[config.mk]
export PLATFORM = sky130hd
export DESIGN_NAME = bus_arb2_rr
export DESIGN_NICKNAME = d
export VERILOG_FILES = /design/src/rtl/bus_arb2_rr.sv
export SDC_FILE = /design/constraint.sdc
export NUM_CORES = 1
export LEC_CHECK = 0
export CAP_MARGIN = 20
export CELL_PAD_IN_SITES_DETAIL_PLACEMENT = 1
export CELL_PAD_IN_SITES_GLOBAL_PLACEMENT = 1
export CORE_AREA = 5 5 120 122
export CTS_CLUSTER_SIZE = 10
export DETAILED_ROUTE_END_ITERATION = 10
export DIE_AREA = 0 0 125 127
export DONT_BUFFER_PORTS = 1
export PLACE_DENSITY_LB_ADDON = 0.1
export SYNTH_ARGS = -nofsm -noshare
export SYNTH_HDL_FRONTEND = slang
export SYNTH_SLANG_ARGS = --single-unit
[constraint.sdc]
create_clock -name clk_i -period 2.3 [get_ports clk_i]
set_input_delay 0.23 -clock clk_i [delete_from_list [all_inputs] [get_ports clk_i]]
set_output_delay 0.23 -clock clk_i [all_outputs]
set_load 0.01 [all_outputs]
[src/rtl/bus_arb2_rr.sv]
// Two-master to one-slave arbiter for the req/ack/resp bus. Grants round-robin
// (or fixed m0 priority) and routes read responses back through an in-order ID FIFO.
module bus_arb2_rr #(
  parameter int    ID_DEPTH = 4,
  parameter string RR_EN    = "YES"
) (
  input  logic                      clk_i,
  input  logic                      rst_i,
  input  logic                      m0_req_i,
  input  logic                      m0_we_i,
  input  logic [31:0]               m0_addr_bi,
  input  logic [31:0]               m0_wdata_bi,
  input  logic [3:0]                m0_be_bi,
  output logic                      m0_ack_o,
  output logic                      m0_resp_o,
  output logic [31:0]               m0_rdata_bo,
  input  logic                      m1_req_i,
  input  logic                      m1_we_i,
  input  logic [31:0]               m1_addr_bi,
  input  logic [31:0]               m1_wdata_bi,
  input  logic [3:0]                m1_be_bi,
  output logic                      m1_ack_o,
  output logic                      m1_resp_o,
  output logic [31:0]               m1_rdata_bo,
  output logic                      s_req_o,
  output logic                      s_we_o,
  output logic [31:0]               s_addr_bo,
  output logic [31:0]               s_wdata_bo,
  output logic [3:0]                s_be_bo,
  input  logic                      s_ack_i,
  input  logic                      s_resp_i,
  input  logic [31:0]               s_rdata_bi,
  output logic                      err_o,
  output logic [$clog2(ID_DEPTH):0] outstanding_o
);

  localparam int            PW      = $clog2(ID_DEPTH);
  localparam int            CW      = PW + 1;
  localparam logic [CW-1:0] DEPTH_C = CW'(ID_DEPTH);
  localparam logic [CW-1:0] CNT_ONE = CW'(1);
  localparam logic [PW-1:0] PTR_ONE = PW'(1);
  localparam bit            RR_ON   = (RR_EN == "YES");

  logic          id_mem_q [ID_DEPTH];
  logic [PW-1:0] wr_ptr_q;
  logic [PW-1:0] rd_ptr_q;
  logic [CW-1:0] cnt_q;
  logic [CW-1:0] cnt_d;
  logic          prio_q;
  logic          err_q;

  logic full_s;
  logic empty_s;
  logic elig0_s;
  logic elig1_s;
  logic win_vld_s;
  logic win_id_s;
  logic accept_s;
  logic push_s;
  logic pop_s;
  logic head_id_s;

  // Eligibility and winner; the full-block uses registered occupancy only.
  always_comb begin
    full_s    = (cnt_q == DEPTH_C);
    empty_s   = (cnt_q == {CW{1'b0}});
    elig0_s   = m0_req_i & (m0_we_i | ~full_s);
    elig1_s   = m1_req_i & (m1_we_i | ~full_s);
    win_vld_s = (elig0_s | elig1_s) & rst_i;
    if (elig0_s & elig1_s) begin
      win_id_s = RR_ON ? prio_q : 1'b0;
    end else if (elig1_s) begin
      win_id_s = 1'b1;
    end else begin
      win_id_s = 1'b0;
    end
  end

  // Slave-side request mux, zeroed when nobody is granted.
  always_comb begin
    s_req_o    = win_vld_s;
    s_we_o     = 1'b0;
    s_addr_bo  = 32'h0000_0000;
    s_wdata_bo = 32'h0000_0000;
    s_be_bo    = 4'b0000;
    if (win_vld_s && win_id_s) begin
      s_we_o     = m1_we_i;
      s_addr_bo  = m1_addr_bi;
      s_wdata_bo = m1_wdata_bi;
      s_be_bo    = m1_be_bi;
    end else if (win_vld_s) begin
      s_we_o     = m0_we_i;
      s_addr_bo  = m0_addr_bi;
      s_wdata_bo = m0_wdata_bi;
      s_be_bo    = m0_be_bi;
    end else begin
      s_we_o     = 1'b0;
    end
  end

  // Ack passthrough, FIFO events and response routing by the head ID.
  always_comb begin
    accept_s    = win_vld_s & s_ack_i;
    push_s      = accept_s & ~s_we_o;
    pop_s       = s_resp_i & ~empty_s;
    head_id_s   = id_mem_q[rd_ptr_q];
    m0_ack_o    = accept_s & ~win_id_s;
    m1_ack_o    = accept_s & win_id_s;
    m0_resp_o   = pop_s & ~head_id_s;
    m1_resp_o   = pop_s & head_id_s;
    m0_rdata_bo = m0_resp_o ? s_rdata_bi : 32'h0000_0000;
    m1_rdata_bo = m1_resp_o ? s_rdata_bi : 32'h0000_0000;
    case ({push_s, pop_s})
      2'b10:   cnt_d = cnt_q + CNT_ONE;
      2'b01:   cnt_d = cnt_q - CNT_ONE;
      default: cnt_d = cnt_q;
    endcase
  end

  // ID FIFO, arbitration priority and sticky stray-response flag.
  always_ff @(posedge clk_i or negedge rst_i) begin
    if (!rst_i) begin
      for (int i = 0; i < ID_DEPTH; i++) begin
        id_mem_q[i] <= 1'b0;
      end
      wr_ptr_q <= {PW{1'b0}};
      rd_ptr_q <= {PW{1'b0}};
      cnt_q    <= {CW{1'b0}};
      prio_q   <= 1'b0;
      err_q    <= 1'b0;
    end else begin
      cnt_q <= cnt_d;
      if (push_s) begin
        id_mem_q[wr_ptr_q] <= win_id_s;
        wr_ptr_q           <= wr_ptr_q + PTR_ONE;
      end
      if (pop_s) begin
        rd_ptr_q <= rd_ptr_q + PTR_ONE;
      end
      if (accept_s && RR_ON) begin
        prio_q <= ~win_id_s;
      end
      if (s_resp_i && empty_s) begin
        err_q <= 1'b1;
      end
    end
  end

  assign err_o         = err_q;
  assign outstanding_o = cnt_q;

endmodule

# After elaboration in Yosys (flattened, before gate mapping)
# Cells that the tools add are included.
[classes] n_addsub=4 n_lt_le_gt_ge=3 n_eq_ne=3 mux=19 bitwise=21 reduce_logical=5
[op_table] operator="$mux W32" n=6
[op_table] operator="$and A1 B1 Y1" n=11
[op_table] operator="$mux W4" n=2
[op_table] operator="$mux W1" n=7
[op_table] operator="$ge A3 B3 Y1 const B" n=2
[op_table] operator="$not A2 Y3" n=2
[op_table] operator="$pmux W3 S2" n=1
[op_table] operator="$not A1 Y1" n=5
[op_table] operator="$add A2 B1 Y2 const B" n=2
[op_table] operator="$bwmux W4" n=1
[op_table] operator="$add A3 B1 Y3 const B" n=1
[op_table] operator="$eq A3 B3 Y1 const B" n=1
[op_table] operator="$logic_and A1 B1 Y1" n=3
[op_table] operator="$logic_not A3 Y1" n=1
[op_table] operator="$lt A3 B1 Y1 const B" n=1
[op_table] operator="$or A1 B1 Y1" n=3
[op_table] operator="$sub A3 B1 Y3 const B" n=1
[op_table] operator="$bmux W1 S2" n=1
[op_table] operator="$demux W1 S2" n=1
[op_table] operator="$eq A2 B1 Y1 const B" n=1
[op_table] operator="$eq A2 B2 Y1 const B" n=1
[op_table] operator="$reduce_bool A2 Y1" n=1
[word_totals] register_bits=13 inputBits=176 output_inout_bits=142 word_cells=64

# Longest topological paths before layout
# Gate-level depths: netlist (run 1).
[logic_depth] ltp_word=12 depth_mapped=10 mapped_depth_nobuf=10

# Worst setup path after synthesis (run 1)
# OpenSTA, ideal clock, no wires.
[synth_timing] path_kind="register -> register" startpoint="register cnt_q[0], in the netlist outstanding_o[0]" endpoint="register cnt_q[2], in the netlist outstanding_o[2]" setup_ns=0.079 t_arrival_ns=2.495 required_time_ns=2.221 setup_slack_ns=-0.275 stages_incl_launch_ff=11 n_path_buf=0 synth_period_minus_slack_ns=2.575 cell_sequence="dfrtp_1 or4b_1 a31oi_1 o21ai_1 nand2_1 ha_1 inv_1 fa_1 xor2_1 nor2_1 xor2_1"
[synth_via] elab_chain_cells=12 elab_cells_between_ends=26 classes_between="2 x add/sub; 3 x eq/ne; 5 x mux; 13 x bitwise; 3 x reduce/logical"
[synth_lines] item="start: declaration" line_no="47" source="logic [CW-1:0] cnt_q;"
[synth_lines] item="start signal: assignment" line_no="128" source="cnt_q <= {CW{1'b0}};"
[synth_lines] item="start signal: assignment" line_no="132" source="cnt_q <= cnt_d;"
[synth_lines] item="$eq A3 B3 Y1" line_no="65" source="full_s = (cnt_q == DEPTH_C);"
[synth_lines] item="$not A1 Y1" line_no="67, 68"
[synth_lines] item="$or A1 B1 Y1 (on tied branches)" line_no="67, 68"
[synth_lines] item="$and A1 B1 Y1 (on tied branches)" line_no="67, 68"
[synth_lines] item="$or A1 B1 Y1, or another cell as far along" line_no="69" source="win_vld_s = (elig0_s | elig1_s) & rst_i;"
[synth_lines] item="$and A1 B1 Y1 / $mux W1 (equally long branches)" line_no="69, 70"
[synth_lines] item="$mux W1 / $logic_and A1 B1 Y1 (equally long branches)" line_no="91, 86"
[synth_lines] item="$mux W1" line_no="86" source="if (win_vld_s && win_id_s) begin"
[synth_lines] item="$not A1 Y1" line_no="104" source="push_s = accept_s & ~s_we_o;"
[synth_lines] item="$and A1 B1 Y1" line_no="104"
[synth_lines] item="$eq A2 B1 Y1 / $eq A2 B2 Y1 (equally long branches)" line_no="113" source="case ({push_s, pop_s})"
[synth_lines] item="$pmux W3 S2 / $reduce_bool A2 Y1 (equally long branches)"
# Parallel ways exist; a longest one is shown, timed or not.
# A chain may end at the register's enable or synchronous reset.

# Worst setup path after layout (run 1)
[layout_timing] startpoint="register cnt_q[0], in the netlist outstanding_o[0]" endpoint="output port s_wdata_bo[4]"
[layout_via] elab_chain_cells=8 elab_cells_between_ends=14 classes_between="1 x eq/ne; 4 x mux; 8 x bitwise; 1 x reduce/logical"
[layout_lines] item="$eq A3 B3 Y1 *" line_no="65"
[layout_lines] item="$not A1 Y1 *" line_no="67, 68"
[layout_lines] item="$or A1 B1 Y1 (on tied branches)" line_no="67, 68"
[layout_lines] item="$and A1 B1 Y1 (on tied branches)" line_no="67, 68"
[layout_lines] item="$or A1 B1 Y1, or another cell as far along" line_no="69"
[layout_lines] item="$and A1 B1 Y1 / $mux W1 (equally long branches)" line_no="69, 70"
[layout_lines] item="$mux W32 / $logic_and A1 B1 Y1 (equally long branches)" line_no="91, 86"
[layout_lines] item="$mux W32 *" line_no="86"
[layout_lines] item="end: declaration" line_no="28" source="output logic [31:0] s_wdata_bo,"
# Every way passes the cells marked *; elsewhere a longest branch is shown, timed or not.

==> results of run 1 <==
## logic make-up (layout without fill, tap and decap cells)
family,after synthesis,in the layout,share of synthesized area
AOI/OAI and AO/OA,77,77,0.349
and+or+nand+nor,91,91,0.302
DFF,13,13,0.171
xor gates and xnor gates,6,6,0.0276
muxes,3,3,0.0230
adders and majority gates,6,6,0.0434
buffers and inverters,32,47,0.0847
## synthesized netlist by cell type, drive strengths merged
master,instances,area share
ha,5,0.033
nor2,6,0.012
nand2b,1,0.0033
buf,14,0.049
a22o,68,0.31
nor3,4,0.025
or4b,2,0.012
xnor2,4,0.018
inv,9,0.018
mux2i,1,0.0053
a31oi,1,0.0033
xor2,2,0.0092
a21o,1,0.0039
and3,33,0.11
a21oi,2,0.0053
mux4,1,0.012
and2,34,0.11
nand2,5,0.012
a32o,4,0.021
fa,1,0.011
clkbuf,9,0.018
nand4,1,0.0033
o21ai,1,0.0026
mux2,1,0.0059
dfrtp,13,0.17
nand3,5,0.013
## worst paths after layout
path                                  startpoint                to  slack, ps  cells after the start
worst max register to register  outstanding_o[0]  outstanding_o[2]        -10                     11
min in group asynchronous                  rst_i       wr_ptr_q[0]        460                      1
worst min register to register       id_mem_q[0]       id_mem_q[0]        490                      1
worst min-delay path                    s_resp_i             err_o        100                      1
worst max-delay path            outstanding_o[0]     s_wdata_bo[4]        -70                      7
max in group asynchronous                  rst_i  outstanding_o[0]       1380                      1
## state kept, by name, indices dropped and copies added, names as in the netlist
register and count:
err_o 1, wr_ptr_q 2, id_mem_q 4, prio_q 1, rd_ptr_q 2, outstanding_o 3
## stage by stage
| stage | worst slack (ps) | total power, mW | cells | setup TNS [ps] |
|---|---|---|---|---|
| after global routing | -128 | 3.05 | 419 | -6540 |
| after global placement | 14.4 | 2.10 | 397 | 0 |
| after detailed placement | 1.91 | 2.10 | 397 | 0 |
| final | -73.6 | 2.83 | 419 | -2640 |
| after CTS | -71.0 | 2.80 | 414 | -3240 |
| after floorplan | -53.0 | 1.71 | 228 | -53.0 |
## worst max-delay path: stages (launching register included)
cell and delay, ps:
dfrtp_2 400, or4b_4 560, nand2_4 120, nor2_4 50
nor3_4 200, buf_12 190, buf_16 180, a22o_4 190
## power groups by stage
stage / registers (mW) / clock network, mW / logic (mW)
after CTS: 0.446 / 0.345 / 2.01
after floorplan: 0.447 / 0 / 1.26
after global placement: 0.446 / 0 / 1.65
final: 0.443 / 0.331 / 2.06
after global routing: 0.459 / 0.351 / 2.24
after detailed placement: 0.448 / 0 / 1.65
## layout by cell type (no fill, tap or decap), types with 3 or more instances in the layout
master,synthesis,routed
a22o_1,68,5
a22o_4,0,63
a32o_1,4,4
and2_1,34,33
and3_1,33,33
buf_16,0,8
buf_4,2,16
buf_6,3,3
clkbuf_16,0,7
dfrtp_1,13,12
ha_1,5,4
inv_1,9,9
nand3_1,5,5
nor2_1,6,4
xnor2_1,4,4
## cell type report
class	count	area, sq um
Fill cell	1414	9850
Sequential cell	13	327
Inverter	9	33.8
Clock buffer	4	78.8
Timing Repair Buffer	34	524
Multi-Input combinational cell	183	2050
Tap cell	176	220
## layer usage
metal / part of all wire / track usage / up-vias
met5: 0 / 0 / -
met4: 0.012 / 0.0287 / 0
met3: 0.076 / 0.0338 / 6
met2: 0.57 / 0.239 / 151
met1: 0.34 / 0.134 / 1028
li1: - / - / 903
## timing repair
| item | 4_1_cts | 5_1_grt |
|---|---|---|
| setup buffers | 5 | 1 |
| hold buffers | 1 | 0 |
| endpoints found under the hold margin | 13 | 0 |
| pin swaps | 16 | 11 |
| gates cloned | 7 | 4 |
| resized for setup | 69 | 13 |
| endpoints found under the setup margin | 70 | 104 |
==> qor.yml, run 1 <==
status:
  status: "complete, but fails checks"
  violations: "setup timing"
cells_and_area:
  layout-drive-gt1-share: 0.490
  final_core_util: 0.247
  nets: 426
  syn2layout_area_growth_pct: 69.7
  antenna_cells: 0
  fin_area_sq_um: 3230
route:
  vias_per_cell: 4.98
  antenna_left: 0
  first_pass_iters: 4
  vias: 2088
  drc_errors: 0
  wirelength_microns: 11700
  drtIter0Drc: 55
  wl_per_cell_microns: 27.9
sta:
  fin_crit_ps: 2370
  slew_violations: 0
  setup_viol: 66
  worst_pin_slew_ps: 658
  timing.slew.headroom: 0.560
  setup_slack_ps: -73.6
  rsz0062_at_grt: "true"
  period_share: 1.03
  skew_ps: 2.26
  holdWs_ps: 104
  fmax_ghz: 0.421
  hold_viol_final: 0
cts:
  cts_max_path_buffers: 2
  path_clk_slew_ps: 50
  clock_latency_ps: 240
  htree_levels: 1
  cts_buffers: 3
  clockRootBuffer: "clkbuf_16"
  cts.sinks: 13
  cts_tree: "done"
placed_design:
  gp_congestion: 0.888
  port_buffers: 0
  placed_cell_area_sq_um: 2190
  dp_hpwl_microns: 8240
die:
  rows: 42
  die_y_microns: 127
  io_pins: 318
  fp.dieW_microns: 125
  core_sq_um: 13100
  dieArea_sq_um: 15900
  start_util: 0.146
pwr:
  p_leak_nw: 1.52
  power_density_nw_per_um2: 876
  p_seq_frac: 0.156
  combPwrFrac: 0.727
  internal_power_mw: 1.49
  p_sw_frac: 0.474
  peakVddDrop_mv: 0.367
  clockPowerShare: 0.117
  p_switching_mw: 1.34
synthesis:
  ys_ff_latch: 13
  yosys_warnings: 0
  synth_cell_types: 32
  ys_seq_area_frac: 0.171
  synth.cell_area_sq_um: 1900
  syn_nets: 410
  synth_cells: 228
  avgSynthCellArea_sq_um: 8.35
critical_path:
  critPathMaxFanout: 17
  worst_setup_path_end_kind: "output pin"
  worstPathRequired_ps: 2070
  path_class: "reg -> out"
  start_kind: "register"
  arrival_ps: 2140
global_routing:
  antenna_found_initial: 0
  grt_pass1_wl_microns: 15500
  grt_pass1_vias: 2274
  grt.overflow.total: 0
  grtUsageTotal: 0.124
  grt_max_degree: 35
run:
  maxCapViolations: 0
min_path:
  hold_class: "in -> reg"
Note: power is estimated with default switching activity, not from simulation.
==> run 2: changes to the inputs <==
--- a/config.mk
+++ b/config.mk
@@ -5,13 +5,14 @@
 export SDC_FILE = /design/constraint.sdc
 export NUM_CORES = 1
 export LEC_CHECK = 0
+export ABC_AREA = 1
 export CAP_MARGIN = 20
 export CELL_PAD_IN_SITES_DETAIL_PLACEMENT = 1
 export CELL_PAD_IN_SITES_GLOBAL_PLACEMENT = 1
-export CORE_AREA = 5 5 120 122
+export CORE_AREA = 5 5 121 123
 export CTS_CLUSTER_SIZE = 10
 export DETAILED_ROUTE_END_ITERATION = 10
-export DIE_AREA = 0 0 125 127
+export DIE_AREA = 0 0 126 128
 export DONT_BUFFER_PORTS = 1
 export PLACE_DENSITY_LB_ADDON = 0.1
 export SYNTH_ARGS = -nofsm -noshare
==> run 2 against run 1 <==
Net effect: the run now ends clean; synthesized area increased by 16%; clock skew up 1.6 ps; maximum frequency increased by 8.2%; non-clock buffer count decreased by 14; sequential cell count unchanged; die area up 1.6%; cell area decreased by 20%; critical path depth rose by 6; synthesized cell count grew 89%; core utilization fell by 5.6 points; via count up 32%; clock power barely moved; highest routed layer unchanged.
==> qor.yml, run 2 <==
critical_path:
  start_kind: "register"
  path_class: "reg -> reg"
  reg2reg_slack_ps: 110
  critPathMaxFanout: 3
  worstPathRequired_ps: 2460
  arrival_ps: 2350
  worst_setup_path_end_kind: "register"
die:
  rows: 43
  die_y_microns: 128
  core_sq_um: 13600
  start_util: 0.162
  io_pins: 318
  dieArea_sq_um: 16100
  fp.dieW_microns: 126
route:
  drtIter0Drc: 111
  antenna_left: 0
  wl_per_cell_microns: 18.7
  vias: 2751
  wirelength_microns: 11400
  first_pass_iters: 4
  drc_errors: 0
  vias_per_cell: 4.52
cts:
  cts_buffers: 3
  cts.sinks: 13
  htree_levels: 1
  path_clk_slew_ps: 40
  clock_latency_ps: 240
  cts_tree: "done"
  clockRootBuffer: "clkbuf_16"
  cts_max_path_buffers: 2
global_routing:
  antenna_found_initial: 0
  grtUsageTotal: 0.123
  grt_pass1_vias: 2840
  grt_max_degree: 73
  grt_pass1_wl_microns: 16100
  grt.overflow.total: 0
placed_design:
  dp_hpwl_microns: 9480
  port_buffers: 0
  placed_cell_area_sq_um: 2440
  gp_congestion: 0.817
sta:
  setup_viol: 0
  fmax_ghz: 0.456
  skew_ps: 3.91
  finalSetupTns_ps: 0
  hold_viol_final: 0
  timing.slew.headroom: 0.569
  worst_pin_slew_ps: 644
  fin_crit_ps: 2190
  slew_violations: 0
  rsz0062_at_grt: "true"
  period_share: 0.954
cells_and_area:
  fin_area_sq_um: 2590
  multiInputGateArea_sq_um: 1560
  largest_register_ffs: 4
  nets: 611
  mostFrequentLayoutCells: "nand2_1, nand3_1, nor2_1, inv_1, buf_4"
  syn2layout_area_growth_pct: 17.7
  nFillCells: 1773
  antenna_cells: 0
  final_common_cell: "nand2_1"
  seqCellArea_sq_um: 325
  top_register: "id_mem_q"
  layout-drive-gt1-share: 0.0935
pwr:
  peakVddDrop_mv: 0.427
  p_leak_nw: 1.47
  power_density_nw_per_um2: 961
  power_mw: 2.49
synthesis:
  ys_async_sr_fraction: 1.00
  synth_edf_count: 0
  ys_ff_latch: 13
  synth_top_area_cell: "nand2_1"
  synth_flop_cell: "dfrtp_1"
  avgSynthCellArea_sq_um: 5.10
  synth_cells: 431
  ys_seq_area_frac: 0.148
  yosys_warnings: 0
  yosysMostFrequentCell: "nand2_1"
  synth_area_leaders: "nand2_1, nand3_1, dfrtp_1"
  synth_top_cells_by_count: "nand2_1, nand3_1, nor2_1"
  synth_cell_types: 28
  synth.cell_area_sq_um: 2200
  synth_top_area_share: 0.273
  syn_nets: 613
run:
  maxCapViolations: 0
min_path:
  hold_class: "in -> reg"
status:
  status: "finished, final reports clean"
[run 2: changes by cell type in the layout (fill, tap and decap cells not counted), moves of 8 or more]
cell     before  now
inv_1         9   48
nand2_1       2  159
nor2_1        4   68
a22o_4       63    0
and3_1       33    0
and2_1       33    0
nand4_1       1    9
buf_16        8    0
nand3_1       5   75
[run 2: kinds of logic (layout without fill, tap and decap cells)]
logic type / Yosys count / count (layout) / share of synthesized area
flops: 13 / 13 / 0.148
fa+ha+maj: 6 / 6 / 0.0375
simple gates: 323 / 323 / 0.629
xor+xnor: 3 / 3 / 0.0119
compound gates: 7 / 7 / 0.0205
buf+inv: 79 / 76 / 0.154
[run 2: where the power goes]
part	switching, mW	internal [mW]
Clock	0.0957	0.234
Combinational	1.23	0.499
Sequential	0.0909	0.336
Total	1.42	1.07
[run 2: final cells by class]
| type | instances | share of cell area |
|---|---|---|
| clock buffers | 4 | 0.0304 |
| well taps | 180 | 0.0870 |
| repair inverters | 1 | 0.00290 |
| inverters | 51 | 0.0754 |
| repair buffers | 20 | 0.0759 |
| multi-input cells | 339 | 0.603 |
| flip-flops and latches | 13 | 0.126 |
[run 2: layer usage]
| metal | vias to the layer above | GRT usage | wire, microns |
|---|---|---|---|
| met5 | - | 0 | 0 |
| met4 | 0 | 0.0246 | 114 |
| met3 | 6 | 0.0217 | 848 |
| met2 | 141 | 0.248 | 6500 |
| met1 | 1282 | 0.132 | 3920 |
| li1 | 1322 | - | - |
[run 2: worst max-delay path, cell delays in order (launching register included)]
cell     delay, ps
dfrtp_1        400
nor2_4         130
nand3_1        110
nand3_2         80
buf_4          120
nand2_4         50
nor2_4         140
nor2_4          70
nor2_8          80
nand2_2         70
ha_1           200
inv_1           90
fa_2           440
o21ai_1        150
[run 2: final timing paths]
| kind | cells after the start | end | from |
|---|---|---|---|
| min in group asynchronous | 1 | rd_ptr_q[1] | rst_i |
| max reg2reg | 13 | outstanding_o[1] | outstanding_o[1] |
| max in group asynchronous | 1 | outstanding_o[1] | rst_i |
| min reg2reg | 2 | id_mem_q[0] | id_mem_q[0] |
| min | 1 | err_o | s_resp_i |
| max | 13 | outstanding_o[1] | outstanding_o[1] |
[run 2: repair_timing]
item | CTS | global route
setup endpoints to repair | 71 | 88
cloned | 0 | 1
gates resized for setup | 2 | 13
buffers inserted | 0 | 2
endpoints found under the hold margin | 13 | 0
pin swaps | 0 | 2
hold buffers | 1 | 0
[run 2: stage by stage]
step,hold WS (ps),std cells,utilization,setup slack [ps]
floorplan,-65.6,431,-,36.7
global placement,-64.9,600,0.180,45.7
detailed placement,-64.9,600,0.180,26.1
CTS,145,605,0.187,-10.3
global route,151,608,0.191,-11.4
finish,149,608,0.191,106
==> run 3: changes to the inputs <==
--- a/config.mk
+++ b/config.mk
@@ -15,6 +15,7 @@
 export DIE_AREA = 0 0 126 128
 export DONT_BUFFER_PORTS = 1
 export PLACE_DENSITY_LB_ADDON = 0.1
+export SETUP_SLACK_MARGIN = 0.4
 export SYNTH_ARGS = -nofsm -noshare
 export SYNTH_HDL_FRONTEND = slang
 export SYNTH_SLANG_ARGS = --single-unit
==> run 3 against run 2 <==
Net effect: core utilization is 20 points higher; sequential cell count stayed put; clock skew is essentially flat; die area stayed put; highest routed layer unchanged; non-clock buffer count rose by 55; sequential share of layout area down 6.3 points; clock power grew 3%; critical path type is now reg -> out; power grew 82%; worst hold slack got worse by 5.4 ps; cell area up 100%; count of clock-buffer cells in the layout stayed put; global-route usage is 4.7 points higher.
==> qor.yml, run 3 (synthesis results as in run 2) <==
placed_design:
  port_buffers: 0
  dpl.cell_count: 601
  dp_hpwl_microns: 9990
  gp_congestion: 0.840
  placed_cell_area_sq_um: 2470
cells_and_area:
  layout-drive-gt1-share: 0.663
  nets: 666
  final_common_cell: "nand2_4"
  final_cell_count_no_fill: 663
  top_register: "id_mem_q"
  fin_area_sq_um: 5260
  mostFrequentLayoutCells: "nand2_4, nor2_4, nand3_1, inv_1, buf_4"
  final_core_util: 0.388
  largest_register_ffs: 4
  syn2layout_area_growth_pct: 139
  antenna_cells: 0
sta:
  slew_violations: 0
  setup_viol: 0
  timing.slew.headroom: 0.545
  period_share: 0.948
  rsz0062_at_grt: "true"
  worst_pin_slew_ps: 680
  fmax_ghz: 0.459
  fin_crit_ps: 2180
  finalSetupTns_ps: 0
  skew_ps: 3.88
  hold_viol_final: 0
cts:
  cts_buffers: 3
  clockRootBuffer: "clkbuf_16"
  htree_levels: 1
  clock_latency_ps: 250
  path_clk_slew_ps: 50
  cts_tree: "done"
  cts.sinks: 13
  cts_max_path_buffers: 2
critical_path:
  rr_worst_depth: 13
  critPathMaxFanout: 8
  path_class: "reg -> out"
  crit_path_end: "s_wdata_bo[23]"
  worstPathRequired_ps: 2070
  worst_setup_path_end_kind: "output pin"
  arrival_ps: 1950
  regToRegEndpoint: "outstanding_o[2]"
  reg2reg_slack_ps: 160
  start_kind: "register"
  startpoint: "outstanding_o[0]"
  r2r-start: "outstanding_o[0]"
die:
  io_pins: 318
  dieArea_sq_um: 16100
  fp.dieW_microns: 126
  die_y_microns: 128
  start_util: 0.162
  core_sq_um: 13600
  rows: 43
pwr:
  power_mw: 4.53
  power_density_nw_per_um2: 861
  peakVddDrop_mv: 0.540
  p_leak_nw: 2.59
route:
  drtIter0Drc: 123
  vias_per_cell: 4.83
  first_pass_iters: 4
  wirelength_microns: 16400
  antenna_left: 0
  wl_per_cell_microns: 24.7
  drc_errors: 0
  vias: 3201
global_routing:
  grt_max_degree: 37
  grt_pass1_vias: 3282
  antenna_found_initial: 0
  grtUsageTotal: 0.170
  grt_pass1_wl_microns: 21300
  grt.overflow.total: 0
status:
  status: "finished, final reports clean"
min_path:
  hold_class: "in -> reg"
run:
  maxCapViolations: 0
run 3: metrics by stage:
| step | worst slack (ps) | hold slack (ps) |
|---|---|---|
| 2_1_floorplan | 135 | -65.6 |
| 3_3_place_gp | 160 | -65.0 |
| 3_5_place_dp | 119 | -65.0 |
| 4_1_cts | 150 | 145 |
| 5_1_grt | 48.4 | 152 |
| 6_report | 120 | 144 |
run 3: metal layers:
layer	routed length (microns)	GRT usage
met3	1230	0.0433
met4	249	0.0215
met1	5970	0.202
met5	0	0
met2	8930	0.316
run 3: how the worst min path moves through the flow:
stage | endpoint | start | slack (ps) | cells past startpoint
floorplan | err_o | rst_i | -70 | 0
global route | err_o | s_resp_i | 150 | 1
global placement | rd_ptr_q[1] | rst_i | -60 | 0
finish | err_o | s_resp_i | 140 | 1
detailed placement | rd_ptr_q[1] | rst_i | -70 | 0
CTS | err_o | s_resp_i | 140 | 1
run 3: final cells by class:
| class | instances | area [sq um] |
|---|---|---|
| fill | 1517 | 8300 |
| multi-input combinational | 339 | 3160 |
| timing repair inverter | 1 | 7.51 |
| clock buffer | 4 | 78.8 |
| timing repair buffer | 75 | 1240 |
| inverter | 51 | 225 |
| tap | 180 | 225 |
| sequential | 13 | 328 |
run 3: critical path: stages, from the launching register on:
cell,delay [ps]
dfrtp_2,410
nor2_4,150
nand3_2,120
nand3_4,110
nand2_4,70
nor2_4,160
buf_12,140
buf_6,90
buf_8,120
buf_16,170
nand2_4,70
nand2_4,80
run 3: where the power goes:
part	leakage [nW]	switching (mW)	internal [mW]
sequential	0.154	0.0988	0.339
combinational	2.40	2.13	1.62
clock	0.0382	0.105	0.235
total	2.59	2.33	2.20
run 3: timing repair:
item                                   in CTS  in global routing
gates cloned                               17                  6
gates resized for setup                   258                231
setup buffers                              23                 11
setup endpoints to repair                 143                135
hold buffers                                1                  0
pin swaps                                  46                 50
endpoints found under the hold margin      13                  0
